[src/rtl/alu_issue_pkg.sv]
// Shared types for alu_issue: package params (XLEN, data_t, reg_idx_t, opcodes)
// and package alu (alu_t and the funct3 -> ALU operation mapping).
package params;
    localparam int XLEN = 32;
    typedef logic [XLEN-1:0] data_t;
    typedef logic [4:0] reg_idx_t;

    localparam logic [6:0] OPC_OP     = 7'b0110011;
    localparam logic [6:0] OPC_OP_IMM = 7'b0010011;
    localparam logic [6:0] OPC_LUI    = 7'b0110111;
endpackage

package alu;
    typedef enum logic [3:0] {
        ALU_ADD,
        ALU_SUB,
        ALU_SLL,
        ALU_SLT,
        ALU_SLTU,
        ALU_XOR,
        ALU_SRL,
        ALU_SRA,
        ALU_OR,
        ALU_AND
    } alu_t;

    // alt selects SUB on 000 and SRA on 101; ignored elsewhere.
    function automatic alu_t f3_to_op(input logic [2:0] f3, input logic alt);
        alu_t op;
        unique case (f3)
            3'b000:  op = alt ? ALU_SUB : ALU_ADD;
            3'b001:  op = ALU_SLL;
            3'b010:  op = ALU_SLT;
            3'b011:  op = ALU_SLTU;
            3'b100:  op = ALU_XOR;
            3'b101:  op = alt ? ALU_SRA : ALU_SRL;
            3'b110:  op = ALU_OR;
            default: op = ALU_AND;
        endcase
        return op;
    endfunction
endpackage

[src/rtl/alu_issue_regfile.sv]
// Architectural register file: two asynchronous read ports, one write port,
// asynchronous reset. x0 reads as zero and ignores writes.
module regfile
    import params::*;
#(
    parameter int NREGS = 32
) (
    input  logic     clk,
    input  logic     rst,
    input  logic     we,
    input  reg_idx_t wa,
    input  data_t    wd,
    input  reg_idx_t ra1,
    input  reg_idx_t ra2,
    output data_t    rd1,
    output data_t    rd2
);

    data_t regs [NREGS];

    always_ff @(posedge clk or posedge rst) begin
        if (rst) begin
            for (int i = 0; i < NREGS; i++) begin
                regs[i] <= '0;
            end
        end else if (we && wa != '0) begin
            regs[wa] <= wd;
        end
    end

    assign rd1 = (ra1 != '0) ? regs[ra1] : '0;
    assign rd2 = (ra2 != '0) ? regs[ra2] : '0;

endmodule

[src/rtl/alu_issue.sv]
// RV32I OP/OP-IMM/LUI decode and single-entry issue stage with a busy-bit scoreboard.
// Define ALU_ISSUE_BYPASS_EN to forward same-cycle writeback data into a waiting source.
module alu_issue
    import params::*;
    import alu::*;
#(
    parameter int NREGS = 32
) (
    input  logic        i_clk,
    input  logic        i_rst,
    input  logic        i_inst_valid,
    input  logic [31:0] i_inst,
    output logic        o_inst_ready,
    input  logic        i_wb_en,
    input  reg_idx_t    i_wb_rd,
    input  data_t       i_wb_data,
    output logic        o_valid,
    input  logic        i_ready,
    output alu_t        o_alu_op,
    output data_t       o_a,
    output data_t       o_b,
    output reg_idx_t    o_rd,
    output logic        o_illegal
);

    typedef enum logic {EMPTY, FULL} state_t;

    state_t     state, state_next;
    logic [6:0] opcode, funct7;
    logic [2:0] funct3;
    reg_idx_t   rd_idx, rs1_idx, rs2_idx;

    assign opcode  = i_inst[6:0];
    assign rd_idx  = i_inst[11:7];
    assign funct3  = i_inst[14:12];
    assign rs1_idx = i_inst[19:15];
    assign rs2_idx = i_inst[24:20];
    assign funct7  = i_inst[31:25];

    logic  legal, uses_rs1, uses_rs2, use_imm, is_lui;
    alu_t  dec_op;
    data_t imm;

    always_comb begin
        legal    = 1'b0;
        uses_rs1 = 1'b0;
        uses_rs2 = 1'b0;
        use_imm  = 1'b0;
        is_lui   = 1'b0;
        dec_op   = ALU_ADD;
        imm      = {{20{i_inst[31]}}, i_inst[31:20]};
        case (opcode)
            OPC_OP: begin
                uses_rs1 = 1'b1;
                uses_rs2 = 1'b1;
                legal    = (funct7 == 7'b0000000) ||
                           (funct7 == 7'b0100000 && (funct3 == 3'b000 || funct3 == 3'b101));
                dec_op   = f3_to_op(funct3, funct7[5]);
            end
            OPC_OP_IMM: begin
                uses_rs1 = 1'b1;
                use_imm  = 1'b1;
                if (funct3 == 3'b001 || funct3 == 3'b101) begin
                    // Shift amounts come from imm[4:0]; imm[11:5] is funct7.
                    legal  = (funct7 == 7'b0000000) || (funct7 == 7'b0100000);
                    imm    = {27'b0, i_inst[24:20]};
                    dec_op = f3_to_op(funct3, funct7[5] && funct3 == 3'b101);
                end else begin
                    legal  = 1'b1;
                    dec_op = f3_to_op(funct3, 1'b0);
                end
            end
            OPC_LUI: begin
                legal  = 1'b1;
                is_lui = 1'b1;
                imm    = {i_inst[31:12], 12'b0};
            end
            default: ;
        endcase
    end

    logic [NREGS-1:0] busy, set_mask, clr_mask;
    data_t            rf_a, rf_b, src1, src2;
    logic             busy1, busy2, hazard, accept, issue;

    regfile #(.NREGS(NREGS)) u_regfile (
        .clk (i_clk),
        .rst (i_rst),
        .we  (i_wb_en),
        .wa  (i_wb_rd),
        .wd  (i_wb_data),
        .ra1 (rs1_idx),
        .ra2 (rs2_idx),
        .rd1 (rf_a),
        .rd2 (rf_b)
    );

`ifdef ALU_ISSUE_BYPASS_EN
    logic hit1, hit2;
    assign hit1  = i_wb_en && (i_wb_rd == rs1_idx) && (rs1_idx != '0);
    assign hit2  = i_wb_en && (i_wb_rd == rs2_idx) && (rs2_idx != '0);
    assign busy1 = busy[rs1_idx] && !hit1;
    assign busy2 = busy[rs2_idx] && !hit2;
    assign src1  = hit1 ? i_wb_data : rf_a;
    assign src2  = hit2 ? i_wb_data : rf_b;
`else
    assign busy1 = busy[rs1_idx];
    assign busy2 = busy[rs2_idx];
    assign src1  = rf_a;
    assign src2  = rf_b;
`endif

    // Destination busy still blocks so at most one write per register is in flight.
    assign hazard = (uses_rs1 && busy1) || (uses_rs2 && busy2) || (legal && busy[rd_idx]);

    always_ff @(posedge i_clk or posedge i_rst) begin
        if (i_rst) begin
            state <= EMPTY;
        end else begin
            state <= state_next;
        end
    end

    always_comb begin
        state_next   = state;
        o_inst_ready = (state == EMPTY || i_ready) && !hazard;
        accept       = i_inst_valid && o_inst_ready;
        issue        = accept && legal;
        if (state == EMPTY) begin
            if (issue) state_next = FULL;
        end else begin
            if (i_ready && !issue) state_next = EMPTY;
        end
    end

    assign o_valid = (state == FULL);

    always_comb begin
        set_mask = '0;
        clr_mask = '0;
        if (issue && rd_idx != '0) set_mask[rd_idx] = 1'b1;
        if (i_wb_en)               clr_mask[i_wb_rd] = 1'b1;
    end

    // Set wins over clear so a same-cycle writeback cannot free a freshly issued rd.
    always_ff @(posedge i_clk or posedge i_rst) begin
        if (i_rst) begin
            busy      <= '0;
            o_alu_op  <= ALU_ADD;
            o_a       <= '0;
            o_b       <= '0;
            o_rd      <= '0;
            o_illegal <= 1'b0;
        end else begin
            busy      <= (busy & ~clr_mask) | set_mask;
            o_illegal <= accept && !legal;
            if (issue) begin
                o_alu_op <= dec_op;
                o_a      <= is_lui ? '0 : src1;
                o_b      <= (use_imm || is_lui) ? imm : src2;
                o_rd     <= rd_idx;
            end
        end
    end

endmodule

[config.mk]
export PLATFORM = sky130hd
export DESIGN_NAME = alu_issue
export DESIGN_NICKNAME = d
export VERILOG_FILES = /design/src/rtl/alu_issue_pkg.sv /design/src/rtl/alu_issue_regfile.sv /design/src/rtl/alu_issue.sv
export SDC_FILE = /design/constraint.sdc
export NUM_CORES = 2
export LEC_CHECK = 0
export CAP_MARGIN = 10
export CORE_MARGIN = 1.5
export CORE_UTILIZATION = 50
export DETAILED_ROUTE_END_ITERATION = 8
export PLACE_DENSITY = 0.8
export SYNTH_ARGS = -nofsm -noshare
export SYNTH_HDL_FRONTEND = slang
export SYNTH_SLANG_ARGS = --single-unit
[constraint.sdc]
create_clock -name i_clk -period 40.9 [get_ports i_clk]
set_input_delay 8.18 -clock i_clk [delete_from_list [all_inputs] [get_ports i_clk]]
set_output_delay 8.18 -clock i_clk [all_outputs]
set_load 0.02 [all_outputs]
==> summary.txt <==
Root Buffer = clkbuf_16
fin. max-slew vios = 0
Compound-Gate Fraction of Synth Area = 3.98%
final instance area = 0.0664 mm^2
setup TNS = 0 ns
CP arrival = 12.04 ns
Final min period = 20.22 ns
cell taking the most area after synthesis = dfrtp_1
vias in the first global route = 39800
adder and majority gate portion of the synthesized area = 0%
Finished Layout Cells = 5561
post-synth cell types = 55
RePlAce Congestion = 0.911
WL/cell = 31.6 um
Final Power = 3.27 mW
mux cell area share after synthesis = 43.4%
Via density = 6.93
Mapped Avg Cell Area = 14.9 um^2
Synth Flop Type = dfrtp_1
Slew headroom = 17.7%
post-synth top area share = 47.4%
Die W = 349 um
Synth Cell Area = 0.0597 mm^2
# DRC = 0
post-CTS sizing = 0
Crit Path Category = in -> out
grt total ovfl = 0
Yosys warnings = 0
worst slew pin tran = 1.23 ns
first-pass GRT wire length = 263 mm
Post-DRT Antenna Nets = 0
total core area = 0.118 mm^2
DP Worst Slack = 20.54 ns
Setup Skew = 0.0262 ns
count leader, synth = dfrtp_1
Synth Area in Simple Gates = 1.91%
ys async rst share = 100%
TritonCTS clock tree = done
P&R area growth vs syn = 11.2%
Die Ht = 349 um
CTS Hold Buffers Added = 0
CTS HTree Levels = 3
drt first pass iters = 5
ratio of cells with drive above 1 in the final layout = 46.4%
clock slew at reported path FFs = 0.06 ns
post-route worst setup slack = 20.68 ns
dominant cells by area after synthesis = dfrtp_1 (47%), mux4_2 (19%), mux2_2 (19%)
Yosys reg bits = 1131
Starting Density = 50.5%
RSZ-0062 raised after global routing = false
CP Launch Type = primary input
Worst Hold Class = reg -> reg
Die Area = 0.122 mm^2
final setup fails = 0
final cycle utilization of the critical path = 49.4%
Synth top cells by count = dfrtp_1 (1131), mux2_2 (1018), mux4_2 (511), clkbuf_1 (300), mux2i_1 (270)
placement-stage cell area = 0.0621 mm^2
DRT iter0 DRCs = 4461
Hold Fails Final Rpt = 0
XOR/XNOR share of the synthesized area = 0%
number of flops mapped to enable cells by yosys = 0
I/O pins = 150
Final HPWL DP = 94.9 mm
largest family of logic cells by synthesized area = multiplexers
Seq/Total Area, Yosys = 47.4%
Tot GR Track Use = 29.0%
Clock Latency Late Sink = 0.71 ns
CP Capture Type = output port
# rows = 126
largest net degree at the start of global routing = 182
worst ir drop on vdd = 0.0360 mV
synthesized instance count = 4020
Final Net Count = 3994
dpl cells = 5338
static leakage = 29.0 nW
status = completed
Port-buffer cells = 149
Syn Nets = 4094
setup bufs post-CTS = 0
Data required, critical path = 32.72 ns
FMAX = 49.5 MHz
fillers = 9024
Sink Count = 1131
CTS Buf Count = 116
max-cap viol count = 0
Power Density = 49.2 mW/mm^2
routed via count = 38500
Crit Path Max Fanout = 137
initial antenna violation count = 10
total wire length = 176 mm
clock tree buffer depth = 3
[layout by cell type, fill, tap and decap left out, types with 4 or more instances in the layout]
| cell type | instances |
|---|---|
| nand2_1 | 53 |
| buf_12 | 5 |
| a32oi_1 | 4 |
| mux4_2 | 511 |
| a221oi_1 | 101 |
| and3_1 | 5 |
| nor2b_1 | 4 |
| o211ai_1 | 6 |
| buf_4 | 76 |
| clkbuf_1 | 15 |
| nand3_1 | 34 |
| o21ai_0 | 104 |
| dfrtp_1 | 1131 |
| clkbuf_8 | 30 |
| mux2_2 | 1018 |
| nor3b_1 | 7 |
| a21o_1 | 18 |
| a31oi_1 | 23 |
| clkinvlp_4 | 9 |
| bufinv_16 | 20 |
| clkbuf_16 | 119 |
| diode_2 | 4 |
| nand2_2 | 15 |
| clkinv_2 | 20 |
| nor2_1 | 65 |
| nor2_4 | 18 |
| mux2_1 | 24 |
| clkdlybuf4s50_1 | 139 |
| a21oi_1 | 43 |
| nand2b_1 | 8 |
| nor3_1 | 5 |
| nand3b_1 | 7 |
| mux2i_1 | 270 |
| inv_1 | 28 |
| a22oi_1 | 27 |
[layer usage]
layer  up-vias  wire length [um]  global-route usage (%)  part of all wire, %
met5         -                78                       0                0.044
met4        12              8830                    14.1                  5.0
met3       520             17900                    7.24                   10
met2      2155             81500                    44.8                   46
met1     20600             67200                    38.4                   38
li1      15300                 -                       -                    -
[cell families after synthesis]
logic type / after synthesis
compound gates: 347
mux: 1823
simple gates: 243
buf+inv: 476
flops: 1131
[cell type report]
type                       instances  area [um^2]  area share (%)
inverter                          32          131           0.198
antenna                            4         10.0          0.0151
timing repair buffer             226         2140            3.22
tap                             1536         1920            2.89
multi-input combinational       2413        29700            44.6
clock buffer                     163         3430            5.17
clock inverter                    56          856            1.29
sequential                      1131        28300            42.6
[flip-flops by register name (all words and copies together) (netlist names)]
register        cells
busy               32
o_valid             1
o_alu_op            4
o_b                32
o_illegal           1
o_a                32
o_rd                5
u_regfile.regs   1024
[path summary, 6_finish.rpt]
| check | startpoint | endpoint | slack, ns | cells past startpoint |
|---|---|---|---|---|
| setup / recovery | i_inst[16] | o_inst_ready | 20.68 | 10 |
| hold / removal | u_regfile.regs[998] | u_regfile.regs[998] | 0.40 | 0 |
| min in group asynchronous | i_rst | o_b[26] | 8.00 | 2 |
| hold reg to reg | u_regfile.regs[998] | u_regfile.regs[998] | 0.40 | 0 |
| setup reg to reg | busy[31] | o_a[14] | 37.39 | 8 |
| max in group asynchronous | i_rst | u_regfile.regs[943] | 30.45 | 4 |
[worst max-delay path: stages]
cell and delay (ns):
buf_8 0.47, buf_12 0.69, buf_4 0.91, mux4_2 0.42, mux2i_1 0.15, nand3b_1 0.13, nand4_1 0.17, nand3_1 0.09
a21oi_1 0.16, clkdlybuf4s50_1 0.62
[report_power, final]
part           total [mW]  leakage [nW]  internal (mW)  switching [mW]
clock network        1.18          2.09          0.711           0.466
logic               0.626          12.4          0.375           0.251
registers            1.47          14.5           1.32           0.148
[stage by stage]
step | utilization (%) | hold slack (ns)
6_report | 56.2 | 0.397
4_1_cts | 56.2 | 0.399
2_1_floorplan | - | 0.441
3_5_place_dp | 52.6 | 0.385
5_1_grt | 56.2 | 0.412
3_3_place_gp | 52.6 | 0.377
Power figures use the tool's default switching activity.
